--- config.mk ---
export PLATFORM = sky130hd
export DESIGN_NAME = tx_framer
export DESIGN_NICKNAME = d
export VERILOG_FILES = /design/src/rtl/tx_framer_pkg.sv /design/src/rtl/tx_parity_calc.sv /design/src/rtl/tx_framer.sv
export SDC_FILE = /design/constraint.sdc
export NUM_CORES = 1
export LEC_CHECK = 0
export CAP_MARGIN = 10
export CORE_MARGIN = 4
export CORE_UTILIZATION = 50
export CTS_BUF_LIST = sky130_fd_sc_hd__clkbuf_16
export DETAILED_ROUTE_END_ITERATION = 7
export GPL_ROUTABILITY_DRIVEN = 0
export PLACE_DENSITY = 0.8
export SETUP_SLACK_MARGIN = 0.1
export SLEW_MARGIN = 20
export SYNTH_ARGS = -nofsm -noshare
export SYNTH_HDL_FRONTEND = slang
export SYNTH_SLANG_ARGS = --single-unit
--- constraint.sdc ---
create_clock -name i_Pclk -period 4.4 [get_ports i_Pclk]
set_clock_uncertainty 0.1 [all_clocks]
set_input_delay 0.88 -clock i_Pclk [delete_from_list [all_inputs] [get_ports i_Pclk]]
set_output_delay 0.88 -clock i_Pclk [all_outputs]
set_load 0.01 [all_outputs]
--- src/rtl/tx_framer_pkg.sv ---
// Shared types and constants for the tx_framer serial framer.
package tx_framer_pkg;

  typedef enum logic [2:0] {
    ST_IDLE,
    ST_START,
    ST_DATA,
    ST_PARITY,
    ST_STOP
  } state_e;

  localparam logic [1:0] PAR_NONE = 2'b00;
  localparam logic [1:0] PAR_EVEN = 2'b01;
  localparam logic [1:0] PAR_ODD  = 2'b10;

  // Mode 2'b11 is treated the same as PAR_NONE.
  function automatic logic parity_enabled(input logic [1:0] mode);
    return (mode == PAR_EVEN) || (mode == PAR_ODD);
  endfunction

endpackage

--- src/rtl/tx_parity_calc.sv ---
// Combinational parity bit generator: even, odd or none (forced 0).
module tx_parity_calc
  import tx_framer_pkg::*;
#(
  parameter int DATA_W = 8
) (
  input  logic [DATA_W-1:0] data_i,
  input  logic [1:0]        mode_i,
  output logic              parity_o
);

  always_comb begin
    parity_o = 1'b0;
    case (mode_i)
      PAR_EVEN: parity_o = ^data_i;
      PAR_ODD:  parity_o = ~(^data_i);
      default:  parity_o = 1'b0;
    endcase
  end

endmodule

--- src/rtl/tx_framer.sv ---
// Serial frame transmitter: start, DATA_W bits LSB first, optional parity, stop bits.
// Optional parallel frame snapshot output o_Frame when TX_FRAMER_FRAME_OUT_EN is defined.
module tx_framer
  import tx_framer_pkg::*;
#(
  parameter int DATA_W    = 8,
  parameter int STOP_BITS = 1
) (
  input  logic              i_Pclk,
  input  logic              i_Rst,
  input  logic              i_BaudTick,
  input  logic [1:0]        i_Parity,
  input  logic [DATA_W-1:0] i_Data,
  input  logic              i_Valid,
  output logic              o_Ready,
  output logic              o_Tx,
  output logic              o_Busy,
  output logic              o_Done
`ifdef TX_FRAMER_FRAME_OUT_EN
  ,
  output logic [DATA_W+2+STOP_BITS-1:0] o_Frame
`endif
);

  localparam int              CNT_W     = $clog2(DATA_W);
  localparam logic [CNT_W-1:0] LAST_BIT = CNT_W'(DATA_W - 1);
  localparam logic             LAST_STOP = 1'(STOP_BITS == 2);

  state_e              state_q,   state_d;
  logic [CNT_W-1:0]    bit_cnt_q, bit_cnt_d;
  logic                stop_cnt_q, stop_cnt_d;
  logic [DATA_W-1:0]   shift_q,   shift_d;
  logic                par_bit_q, par_bit_d;
  logic                par_en_q,  par_en_d;
  logic                tx_q,      tx_d;
  logic                done_q,    done_d;
  logic                accept;
  logic                par_calc;

  assign accept = i_Valid && (state_q == ST_IDLE);

  tx_parity_calc #(
    .DATA_W(DATA_W)
  ) u_parity (
    .data_i  (i_Data),
    .mode_i  (i_Parity),
    .parity_o(par_calc)
  );

  always_comb begin
    state_d    = state_q;
    bit_cnt_d  = bit_cnt_q;
    stop_cnt_d = stop_cnt_q;
    shift_d    = shift_q;
    par_bit_d  = par_bit_q;
    par_en_d   = par_en_q;
    done_d     = 1'b0;

    case (state_q)
      ST_IDLE: begin
        // A tick on the accept edge is deliberately ignored here.
        if (accept) begin
          state_d   = ST_START;
          shift_d   = i_Data;
          par_bit_d = par_calc;
          par_en_d  = parity_enabled(i_Parity);
        end
      end
      ST_START: begin
        if (i_BaudTick) begin
          state_d   = ST_DATA;
          bit_cnt_d = '0;
        end
      end
      ST_DATA: begin
        if (i_BaudTick) begin
          if (bit_cnt_q == LAST_BIT) begin
            bit_cnt_d  = '0;
            stop_cnt_d = 1'b0;
            state_d    = par_en_q ? ST_PARITY : ST_STOP;
          end else begin
            bit_cnt_d = bit_cnt_q + CNT_W'(1);
            shift_d   = shift_q >> 1;
          end
        end
      end
      ST_PARITY: begin
        if (i_BaudTick) begin
          state_d    = ST_STOP;
          stop_cnt_d = 1'b0;
        end
      end
      ST_STOP: begin
        if (i_BaudTick) begin
          if (stop_cnt_q == LAST_STOP) begin
            state_d    = ST_IDLE;
            stop_cnt_d = 1'b0;
            done_d     = 1'b1;
          end else begin
            stop_cnt_d = stop_cnt_q + 1'b1;
          end
        end
      end
      default: state_d = ST_IDLE;
    endcase

    // Line level follows the next state so o_Tx is a clean register output.
    case (state_d)
      ST_START:  tx_d = 1'b0;
      ST_DATA:   tx_d = shift_d[0];
      ST_PARITY: tx_d = par_bit_q;
      default:   tx_d = 1'b1;
    endcase
  end

  always_ff @(posedge i_Pclk or posedge i_Rst) begin
    if (i_Rst) begin
      state_q    <= ST_IDLE;
      bit_cnt_q  <= '0;
      stop_cnt_q <= 1'b0;
      shift_q    <= '0;
      par_bit_q  <= 1'b0;
      par_en_q   <= 1'b0;
      tx_q       <= 1'b1;
      done_q     <= 1'b0;
    end else begin
      state_q    <= state_d;
      bit_cnt_q  <= bit_cnt_d;
      stop_cnt_q <= stop_cnt_d;
      shift_q    <= shift_d;
      par_bit_q  <= par_bit_d;
      par_en_q   <= par_en_d;
      tx_q       <= tx_d;
      done_q     <= done_d;
    end
  end

  assign o_Ready = (state_q == ST_IDLE);
  assign o_Busy  = ~o_Ready;
  assign o_Tx    = tx_q;
  assign o_Done  = done_q;

`ifdef TX_FRAMER_FRAME_OUT_EN
  localparam int FRAME_W = DATA_W + 2 + STOP_BITS;
  localparam logic [FRAME_W-1:0] FRAME_RST = {{(DATA_W + 2){1'b0}}, {STOP_BITS{1'b1}}};

  logic [FRAME_W-1:0] frame_q, frame_d;

  always_comb begin
    frame_d = frame_q;
    if (accept) begin
      frame_d = {1'b0, i_Data, par_calc, {STOP_BITS{1'b1}}};
    end
  end

  always_ff @(posedge i_Pclk or posedge i_Rst) begin
    if (i_Rst) begin
      frame_q <= FRAME_RST;
    end else begin
      frame_q <= frame_d;
    end
  end

  assign o_Frame = frame_q;
`endif

endmodule

==> flow_summary.ini, run 1 <==
[run_status]
status = complete, no violations

[sta]
finalHoldViolations = 0
worst_slew_pin_slew_ns = 0.7197
setup_slack_ns = 1.611
setup_viol = 0
slew_violations = 0
fmax_ghz = 0.3586
period_share_pct = 63.38
rsz0062_at_grt = no
min_period_ns = 2.789
maxSlewHeadroom_pct = 51.82
tns_ns = 0

[global_routing]
grt_pass1_wl_mm = 3.332
grt_max_degree = 19
grt_pass1_vias = 755
grt_use_total_pct = 16.81
grt_antenna_before_repair = 0
overflow = 0

[floorplanning]
core-area_sq_mm = 0.001821
dieArea_sq_mm = 0.002790
fp-row-count = 15
die_h_microns = 52.83
die_w_microns = 52.83
ios = 18
initial_core_util_pct = 55.19

[setup_path]
cp_max_fo = 8
rr_endpoint = o_Tx$_DFF_PP1_
slowest_stage = dfrtp_1
critPathMaxStageDelay_ns = 0.55
path_delay_family = buffers and inverters
start_kind = register
cp_cell_sequence = clkinv_1, nand2_1, clkdlybuf4s50_1
r2r_cells = 5
r2r_slack_ns = 2.21
crit_path_end_kind = output pin
r2r_start = state_q[2]$_DFF_PP0_
arrival_ns = 1.81
crit_type = reg -> out
critical_path_buf_inv_count = 2
worstPathRequired_ns = 3.42

[placement]
place_ws_ns = 1.494
dp.cells = 140
dp_hpwl_mm = 1.486
io_buffers = 17

[run]
maxCapViolations = 0

[clock_network]
clkSinkCount = 18
cts_made_buffers = 3
cts_resized = 0
cts_tree = yes
clock-root-buffer = clkbuf_16
cts_hold_buf = 0
cts.htree.levels = 1
clk_path_buf_depth = 2
path_clk_slew_ns = 0.05
cts_setup_buffers = 0
clock_latency_ns = 0.24

[synthesis]
synth_area_leaders = dfrtp_1, nand2_1, xnor2_1
yosysTopAreaCell = dfrtp_1
ys.warnings.count = 0
syn_area_sq_mm = 0.001005
syn-instance-count = 102
synth_ff_type = dfrtp_1
synth_commonest_cells = nand2_1, dfrtp_1, a22oi_1, inv_1, xnor2_1
ys_types = 32
syn-num-nets = 120
synth_edf_count = 0
yosysMostFrequentCell = nand2_1
synthArstFlopShare_pct = 100.0
synth-seq-cells = 18
synth-seq-area-share_pct = 44.96
synth_top_area_share_pct = 42.34
syn-mean-instance-area_sq_um = 9.850

[final_layout]
nNetsFinal = 138
n_fill_cell = 150
syn2layout_area_growth_pct = 25.16
diodes = 0
post-route-util_pct = 69.07
layout.cells.non_filler = 144
drive_above_1_share_pct = 6.723

[route]
num_vias = 800
ant_nets = 0
drt_iter0_drc = 18
via_per_inst = 5.556
drc = 0
wirelength_mm = 1.995
drt_first_pass_iters = 4
wl_per_cell_microns = 13.85

[hold_path]
hp-class = reg -> reg
hold_end = shift_q[3]$_DFFE_PP0P_
worstHoldStart = shift_q[3]$_DFFE_PP0P_
hold_depth = 2

[power_and_ir_drop]
vdd_ir_drop_max_v = 0.0003714
power.density_mw_per_mm2 = 646.5
p_leak_nw = 0.5616
## logic make-up (layout without fill, tap and decap cells)
kind of cell               Yosys count  count (layout)  synth area share (%)
AOI/OAI and AO/OA                   25              25                 17.81
muxes                                2               2                 1.993
xor gates and xnor gates             7               7                 6.102
buffers and inverters               12              29                 5.728
adders and majority gates            4               4                 4.982
and+or+nand+nor                     34              34                 18.43
DFF                                 18              18                 44.96
## layout make-up
type | count | area (sq um) | share of cell area [%]
Multi-Input combinational cell | 72 | 495.5 | 39.40
Clock buffer | 3 | 75.07 | 5.970
Sequential cell | 18 | 451.7 | 35.92
Timing Repair Buffer | 17 | 170.2 | 13.53
Inverter | 8 | 30.03 | 2.388
Clock inverter | 1 | 3.754 | 0.2985
Tap cell | 25 | 31.28 | 2.488
## where the power goes
group          internal [mW]  total, mW  switching (mW)
sequential             0.243      0.323          0.0795
combinational          0.148      0.313           0.165
clock                  0.121      0.177          0.0564
total                  0.512      0.813           0.301
## worst min-delay path, stage by stage, from the launching register on
cell	delay, ns
dfrtp_1	0.34
nand2_1	0.05
nand2_1	0.06
## placed cells by master (no fill, tap or decap), drive strengths merged
| master | instances |
|---|---|
| nand2 | 20 |
| dfrtp | 17 |
| clkdlybuf4s50 | 17 |
| a22oi | 8 |
| inv | 7 |
| xnor2 | 7 |
| nor2 | 6 |
| o21ai | 6 |
| a21oi | 4 |
| ha | 4 |
| clkbuf | 3 |
| clkinv | 2 |
| mux2i | 2 |
| nor4 | 2 |
| nor4b | 1 |
| a41oi | 1 |
| a32o | 1 |
| o211a | 1 |
| o21bai | 1 |
| nand4 | 1 |
| a221oi | 1 |
| and2 | 1 |
| a221o | 1 |
| o22ai | 1 |
| and4 | 1 |
| nor2b | 1 |
| nand2b | 1 |
| dfstp | 1 |
## metal layers
layer  up-vias  GRT usage [%]  part of all wire [%]
met5         -              0                     0
met4         0          6.383                  0.60
met3         2          4.274                   6.3
met2        28          28.10                    49
met1       381          20.54                    44
li1        389              -                     -
## state kept, by name (all words and copies together) (netlist names)
name,count
bit_cnt_q,3
o_Done,1
o_Tx,1
par_bit_q,1
par_en_q,1
shift_q,8
state_q,3
## per-stage QoR
step	power, mW	instance area (sq um)	hold slack, ns
2_1_floorplan	0.5424	1005	0.3464
3_3_place_gp	0.6220	1179	0.3736
3_5_place_dp	0.6376	1179	0.3687
4_1_cts	0.8193	1257	0.3859
5_1_grt	0.8788	1257	0.4105
6_report	0.8130	1257	0.3858
## how the worst max path moves through the flow
stage	endpoint	from	slack, ns	cells after the start
2_1_floorplan	o_Tx$_DFF_PP1_	i_BaudTick	2.43	6
3_3_place_gp	o_Tx$_DFF_PP1_	i_Valid	1.58	6
3_5_place_dp	o_Tx$_DFF_PP1_	i_Valid	1.49	6
4_1_cts	o_Busy	state_q[1]$_DFF_PP0_	1.62	3
5_1_grt	o_Busy	state_q[1]$_DFF_PP0_	1.52	3
6_report	o_Busy	state_q[1]$_DFF_PP0_	1.61	3
Note: power is estimated with default switching activity, not from simulation.
==> run 2: changes to the inputs <==
--- a/config.mk
+++ b/config.mk
@@ -7,11 +7,11 @@
 export LEC_CHECK = 0
 export CAP_MARGIN = 10
 export CORE_MARGIN = 4
-export CORE_UTILIZATION = 50
+export CORE_UTILIZATION = 46
 export CTS_BUF_LIST = sky130_fd_sc_hd__clkbuf_16
 export DETAILED_ROUTE_END_ITERATION = 7
 export GPL_ROUTABILITY_DRIVEN = 0
-export PLACE_DENSITY = 0.8
+export PLACE_DENSITY = 0.77
 export SETUP_SLACK_MARGIN = 0.1
 export SLEW_MARGIN = 20
 export SYNTH_ARGS = -nofsm -noshare
==> constraint.sdc (replaced) <==
create_clock -name i_Pclk -period 2.3 [get_ports i_Pclk]
set_clock_uncertainty 0.1 [all_clocks]
set_input_delay 0.46 -clock i_Pclk [delete_from_list [all_inputs] [get_ports i_Pclk]]
set_output_delay 0.46 -clock i_Pclk [all_outputs]
set_load 0.01 [all_outputs]
==> run 2 against run 1 <==
Register-to-register slack got worse by 1.9 ns. Utilization decreased by 4.9 points. Clock-buffer cell count unchanged. Critical path type unchanged. Combinational power increased by 120%. Largest cell class unchanged. Non-clock buffer count increased by 5. Via count decreased by 0.75%. Flip-flop and latch count unchanged. Sequential power increased by 77%.
==> flow_summary.ini, run 2 (synthesis gave the netlist of run 1 again) <==
[sta]
fmax_ghz = 0.4805
min_period_ns = 2.081
setup_viol = 0
maxSlewHeadroom_pct = 54.65
tns_ns = 0
worst_slew_pin_slew_ns = 0.6795
period_share_pct = 90.48
rsz0062_at_grt = no
finalHoldViolations = 0
slew_violations = 0

[global_routing]
met1_usage_pct = 19.19
grt_max_degree = 19
grt_util_met3_pct = 3.542
grt_pass1_wl_mm = 3.298
overflow = 0
grt_pass1_vias = 780
grt_antenna_before_repair = 0
grt_use_met2_pct = 25.39
grt_use_total_pct = 16.03
top_usage_layer = met2

[final_layout]
largest_reg_flops = 8
syn2layout_area_growth_pct = 29.14
layout_commonest_cell = nand2_1
layout.cells.non_filler = 151
diodes = 0
mostFrequentLayoutCells = nand2_1, dfrtp_1, clkdlybuf4s50_1
nNetsFinal = 143
largest_register = shift_q
reg_top3 = shift_q x8, bit_cnt_q x3, state_q x3
drive_above_1_share_pct = 10.48

[clock_network]
cts_made_buffers = 3
cts_hold_buf = 0
cts_resized = 0
path_clk_slew_ns = 0.05
clock_latency_ns = 0.25
clkSinkCount = 18
cts_tree = yes
clk_path_buf_depth = 2
cts.htree.levels = 1
clock-root-buffer = clkbuf_16
cts_setup_buffers = 0

[run]
maxCapViolations = 0

[power_and_ir_drop]
p_seq_share_pct = 35.4
power.density_mw_per_mm2 = 1243
p_leak_nw = 0.5872
clkPwrFrac_pct = 21.6
switchingPower_uw = 589.4
vdd_ir_drop_max_v = 0.0006288
intPower_mw = 1.024
p_comb_share_pct = 43.0
p_sw_share_pct = 36.53

[setup_path]
r2r_cells = 7
cp_cell_sequence = clkinv_1, nand2_1, clkdlybuf4s50_1
cp_max_fo = 7
worstPathRequired_ns = 1.74
slowest_stage = clkdlybuf4s50_1
arrival_ns = 1.52
critPathMaxStageDelay_ns = 0.53
critical_path_buf_inv_count = 2
rr_endpoint = o_Tx$_DFF_PP1_
r2r_slack_ns = 0.36
crit_path_end_kind = output pin
r2r_start = bit_cnt_q[0]$_DFFE_PP0P_
path_delay_family = buffers and inverters
crit_type = reg -> out
start_kind = register

[route]
via_per_inst = 5.258
wl_per_cell_microns = 13.15
drc = 0
drt_first_pass_iters = 4
wirelength_mm = 1.985
num_vias = 794
ant_nets = 0
drt_iter0_drc = 18

[floorplanning]
die_h_microns = 54.74
ios = 18
dieArea_sq_mm = 0.002996
fp-row-count = 16
die_w_microns = 54.74
initial_core_util_pct = 49.69
core-area_sq_mm = 0.002022

[placement]
dp.cells = 147
dp_hpwl_mm = 1.532
io_buffers = 17

[hold_path]
hp-class = reg -> reg
hold_end = shift_q[1]$_DFFE_PP0P_
hold_depth = 2
worstHoldStart = shift_q[1]$_DFFE_PP0P_

[run_status]
status = complete, no violations
run 2: cell types whose count changed in the layout (fill, tap and decap cells not counted), sizes merged:
cell | previous run | this run
buf | 0 | 5
run 2: how the worst max path moves through the flow:
stage / from / end / slack [ns] / cells past startpoint
2_1_floorplan: bit_cnt_q[0]$_DFFE_PP0P_ / o_Tx$_DFF_PP1_ / 0.51 / 6
4_1_cts: state_q[1]$_DFF_PP0_ / o_Busy / 0.21 / 3
3_3_place_gp: i_BaudTick / o_Tx$_DFF_PP1_ / 0.23 / 5
3_5_place_dp: i_BaudTick / o_Tx$_DFF_PP1_ / 0.22 / 5
6_report: state_q[1]$_DFF_PP0_ / o_Busy / 0.22 / 3
5_1_grt: state_q[1]$_DFF_PP0_ / o_Busy / 0.14 / 3
run 2: area by class of cell:
type	instances	area, sq um
timing repair buffer	22	207.7
clock inverter	1	3.754
clock buffer	3	75.07
tap	27	33.78
sequential	18	451.7
multi-input combinational	72	495.5
inverter	8	30.03
fill	166	724.4
run 2: power by group through the flow:
stage	Sequential [mW]	Clock [mW]	Combinational (mW)
after floorplan	0.551	0	0.486
after global placement	0.567	0	0.677
after detailed placement	0.574	0	0.696
after CTS	0.571	0.353	0.701
after global routing	0.586	0.367	0.785
final	0.572	0.348	0.694
run 2: through the flow:
| stage | instance area [sq um] | hold WS, ns | setup slack (ns) | total power, mW | utilization (%) |
|---|---|---|---|---|---|
| 3_3_place_gp | 1219 | 0.3619 | 0.2329 | 1.244 | 60.27 |
| 3_5_place_dp | 1219 | 0.3784 | 0.2170 | 1.271 | 60.27 |
| 2_1_floorplan | 1005 | 0.2978 | 0.5056 | 1.038 | - |
| 6_report | 1297 | 0.3901 | 0.2189 | 1.613 | 64.17 |
| 5_1_grt | 1297 | 0.4122 | 0.1374 | 1.737 | 64.17 |
| 4_1_cts | 1297 | 0.3914 | 0.2055 | 1.626 | 64.17 |
run 2: per-layer routing:
layer | routed length (microns) | vias up
met5 | 0 | -
met4 | 43 | 0
met3 | 99 | 5
met2 | 949 | 16
met1 | 893 | 375
li1 | - | 398
run 2: worst register-to-register path, stage by stage (launching register included):
cell and delay, ns:
dfrtp_1 0.41, ha_1 0.21, ha_1 0.25, inv_1 0.13, a41oi_2 0.20, a221o_1 0.38, nor2_1 0.10, o22ai_1 0.08
==> run 3: changes to the inputs <==
--- a/config.mk
+++ b/config.mk
@@ -5,9 +5,10 @@
 export SDC_FILE = /design/constraint.sdc
 export NUM_CORES = 1
 export LEC_CHECK = 0
+export ABC_AREA = 1
 export CAP_MARGIN = 10
 export CORE_MARGIN = 4
-export CORE_UTILIZATION = 46
+export CORE_UTILIZATION = 47
 export CTS_BUF_LIST = sky130_fd_sc_hd__clkbuf_16
 export DETAILED_ROUTE_END_ITERATION = 7
 export GPL_ROUTABILITY_DRIVEN = 0
==> run 3 against run 2 <==
Total power shrank 7.0%. Utilization fell by 0.77 points. Largest cell class unchanged. First-iteration DRC count increased by 56%. Register-to-register slack better by 0.36 ns. Via count grew 32%. Critical path depth grew 1. Flip-flop and latch count stayed put. Design area rose by 12%. Sequential share of layout area down 3.8 points.
==> flow_summary.ini, run 3 <==
[sta]
slew_violations = 0
setup_viol = 0
fmax_ghz = 0.4724
tns_ns = 0
period_share_pct = 92.04
maxSlewHeadroom_pct = 54.46
worst_slew_pin_slew_ns = 0.6824
min_period_ns = 2.117
finalHoldViolations = 0
rsz0062_at_grt = no

[final_layout]
reg_top3 = shift_q x8, bit_cnt_q x3, state_q x3
largest_register = shift_q
drive_above_1_share_pct = 9.341
multi_input_comb_area_sq_um = 589.3
largest_reg_flops = 8
syn2layout_area_growth_pct = 24.23
layout_commonest_cell = nand2_1
mostFrequentLayoutCells = nand2_1, inv_1, dfrtp_1, clkdlybuf4s50_1, nor2_1
nNetsFinal = 201
regArea_sq_um = 451.7
n_fill_cell = 204
diodes = 0

[setup_path]
crit_path_end_kind = output pin
start_kind = register
critPathCapture = o_Ready
crit_type = reg -> out
slowest_stage = clkdlybuf4s50_1
r2r_cells = 9
rr_endpoint = o_Tx$_DFF_PP1_
worstPathRequired_ns = 1.74
critPathMaxStageDelay_ns = 0.53
r2r_slack_ns = 0.72
cp_max_fo = 5
arrival_ns = 1.56
crit_start = state_q[0]$_DFF_PP0_
r2r_start = bit_cnt_q[0]$_DFFE_PP0P_
cp_cell_sequence = nor2_4, nand2_1, inv_1, clkdlybuf4s50_1

[synthesis]
synth_edf_count = 0
syn-instance-count = 161
synth-seq-cells = 18
synth-seq-area-share_pct = 38.53
synthArstFlopShare_pct = 100.0
synth_ff_type = dfrtp_1
syn-mean-instance-area_sq_um = 7.282
synth_area_leaders = dfrtp_1, nand2_1, inv_1
syn_area_sq_mm = 0.001172
ys.warnings.count = 0
synth_top_area_share_pct = 36.29
synth_commonest_cells = nand2_1, inv_1, dfrtp_1, nor2_1, nand3_1
ys_types = 23
yosysMostFrequentCell = nand2_1
yosysTopAreaCell = dfrtp_1
syn-num-nets = 179

[clock_network]
clock-root-buffer = clkbuf_16
clk_path_buf_depth = 2
clkSinkCount = 18
cts_hold_buf = 0
clock_latency_ns = 0.24
cts_setup_buffers = 0
cts_resized = 0
cts.htree.levels = 1
cts_tree = yes
cts_made_buffers = 3
path_clk_slew_ns = 0.05

[run]
maxCapViolations = 0

[power_and_ir_drop]
power.density_mw_per_mm2 = 1030
p_total_mw = 1.501
vdd_ir_drop_max_v = 0.0006182
p_leak_nw = 0.8216

[floorplanning]
ios = 18
core-area_sq_mm = 0.002297
die_h_microns = 57.95
die_w_microns = 57.95
initial_core_util_pct = 51.03
dieArea_sq_mm = 0.003358
fp-row-count = 17

[global_routing]
grt_antenna_before_repair = 0
met1_usage_pct = 17.54
grt_pass1_wl_mm = 4.257
overflow = 0
grt_util_met3_pct = 2.450
grt_pass1_vias = 1049
grt_use_total_pct = 15.94
top_usage_layer = met2
grt_use_met2_pct = 29.68
grt_max_degree = 19

[route]
drt_iter0_drc = 28
wl_per_cell_microns = 11.26
ant_nets = 0
wirelength_mm = 2.364
via_per_inst = 4.990
num_vias = 1048
drt_first_pass_iters = 4
drc = 0

[placement]
dp_hpwl_mm = 1.853
io_buffers = 17

[hold_path]
hp-class = reg -> reg

[run_status]
status = complete, no violations
## run 3: power by group
part / internal, mW / switching (mW) / total (mW) / leakage [nW]
registers: 0.455 / 0.0793 / 0.534 / 0.228
logic: 0.258 / 0.364 / 0.622 / 0.551
clock network: 0.231 / 0.114 / 0.345 / 0.0423
## run 3: logic make-up after synthesis
family	count (synthesis)	share of synthesized area (%)
simple gates	92	37.89
compound gates	12	8.111
fa+ha+maj	4	4.269
flops	18	38.53
buf+inv	35	11.21
## run 3: per-layer routing
metal  vias to the layer above  routed length (microns)  share of wire, %
met3                         6                       70               3.0
met4                         0                       55               2.3
met2                        19                     1230                52
met5                         -                        0                 0
met1                       483                     1009                43
li1                        540                        -                 -
## run 3: cell type report
class | count | share of cell area (%)
Multi-Input combinational cell | 108 | 40.46
Sequential cell | 18 | 31.01
Clock inverter | 1 | 0.2577
Inverter | 35 | 9.021
Clock buffer | 3 | 5.155
Tap cell | 28 | 2.405
Timing Repair Buffer | 17 | 11.68
## run 3: worst max-delay path: cells and delay by family (launching register included)
kind                   cells  cell delay (ns)
buffers and inverters      2             0.59
DFF                        1             0.45
and+or+nand+nor            2             0.28
## run 3: how the worst min path moves through the flow
stage	depth (start not counted)	endpoint	start	slack [ns]
global route	1	bit_cnt_q[0]$_DFFE_PP0P_	bit_cnt_q[0]$_DFFE_PP0P_	0.41
finish	2	par_bit_q$_DFFE_PP0P_	par_bit_q$_DFFE_PP0P_	0.39
global placement	2	par_bit_q$_DFFE_PP0P_	par_bit_q$_DFFE_PP0P_	0.38
detailed placement	2	par_bit_q$_DFFE_PP0P_	par_bit_q$_DFFE_PP0P_	0.37
floorplan	1	bit_cnt_q[0]$_DFFE_PP0P_	i_Rst	0.30
CTS	2	par_bit_q$_DFFE_PP0P_	par_bit_q$_DFFE_PP0P_	0.39
## run 3: through the flow
step	worst slack (ns)	hold WS (ns)	cell area (sq um)	std cells	util, %
after floorplan	0.8835	0.2978	1172	161	-
after global placement	0.3994	0.3769	1378	206	59.97
after detailed placement	0.3684	0.3723	1378	206	59.97
after CTS	0.1803	0.3862	1456	210	63.40
after global routing	0.1156	0.4147	1456	210	63.40
final	0.1830	0.3911	1456	210	63.40
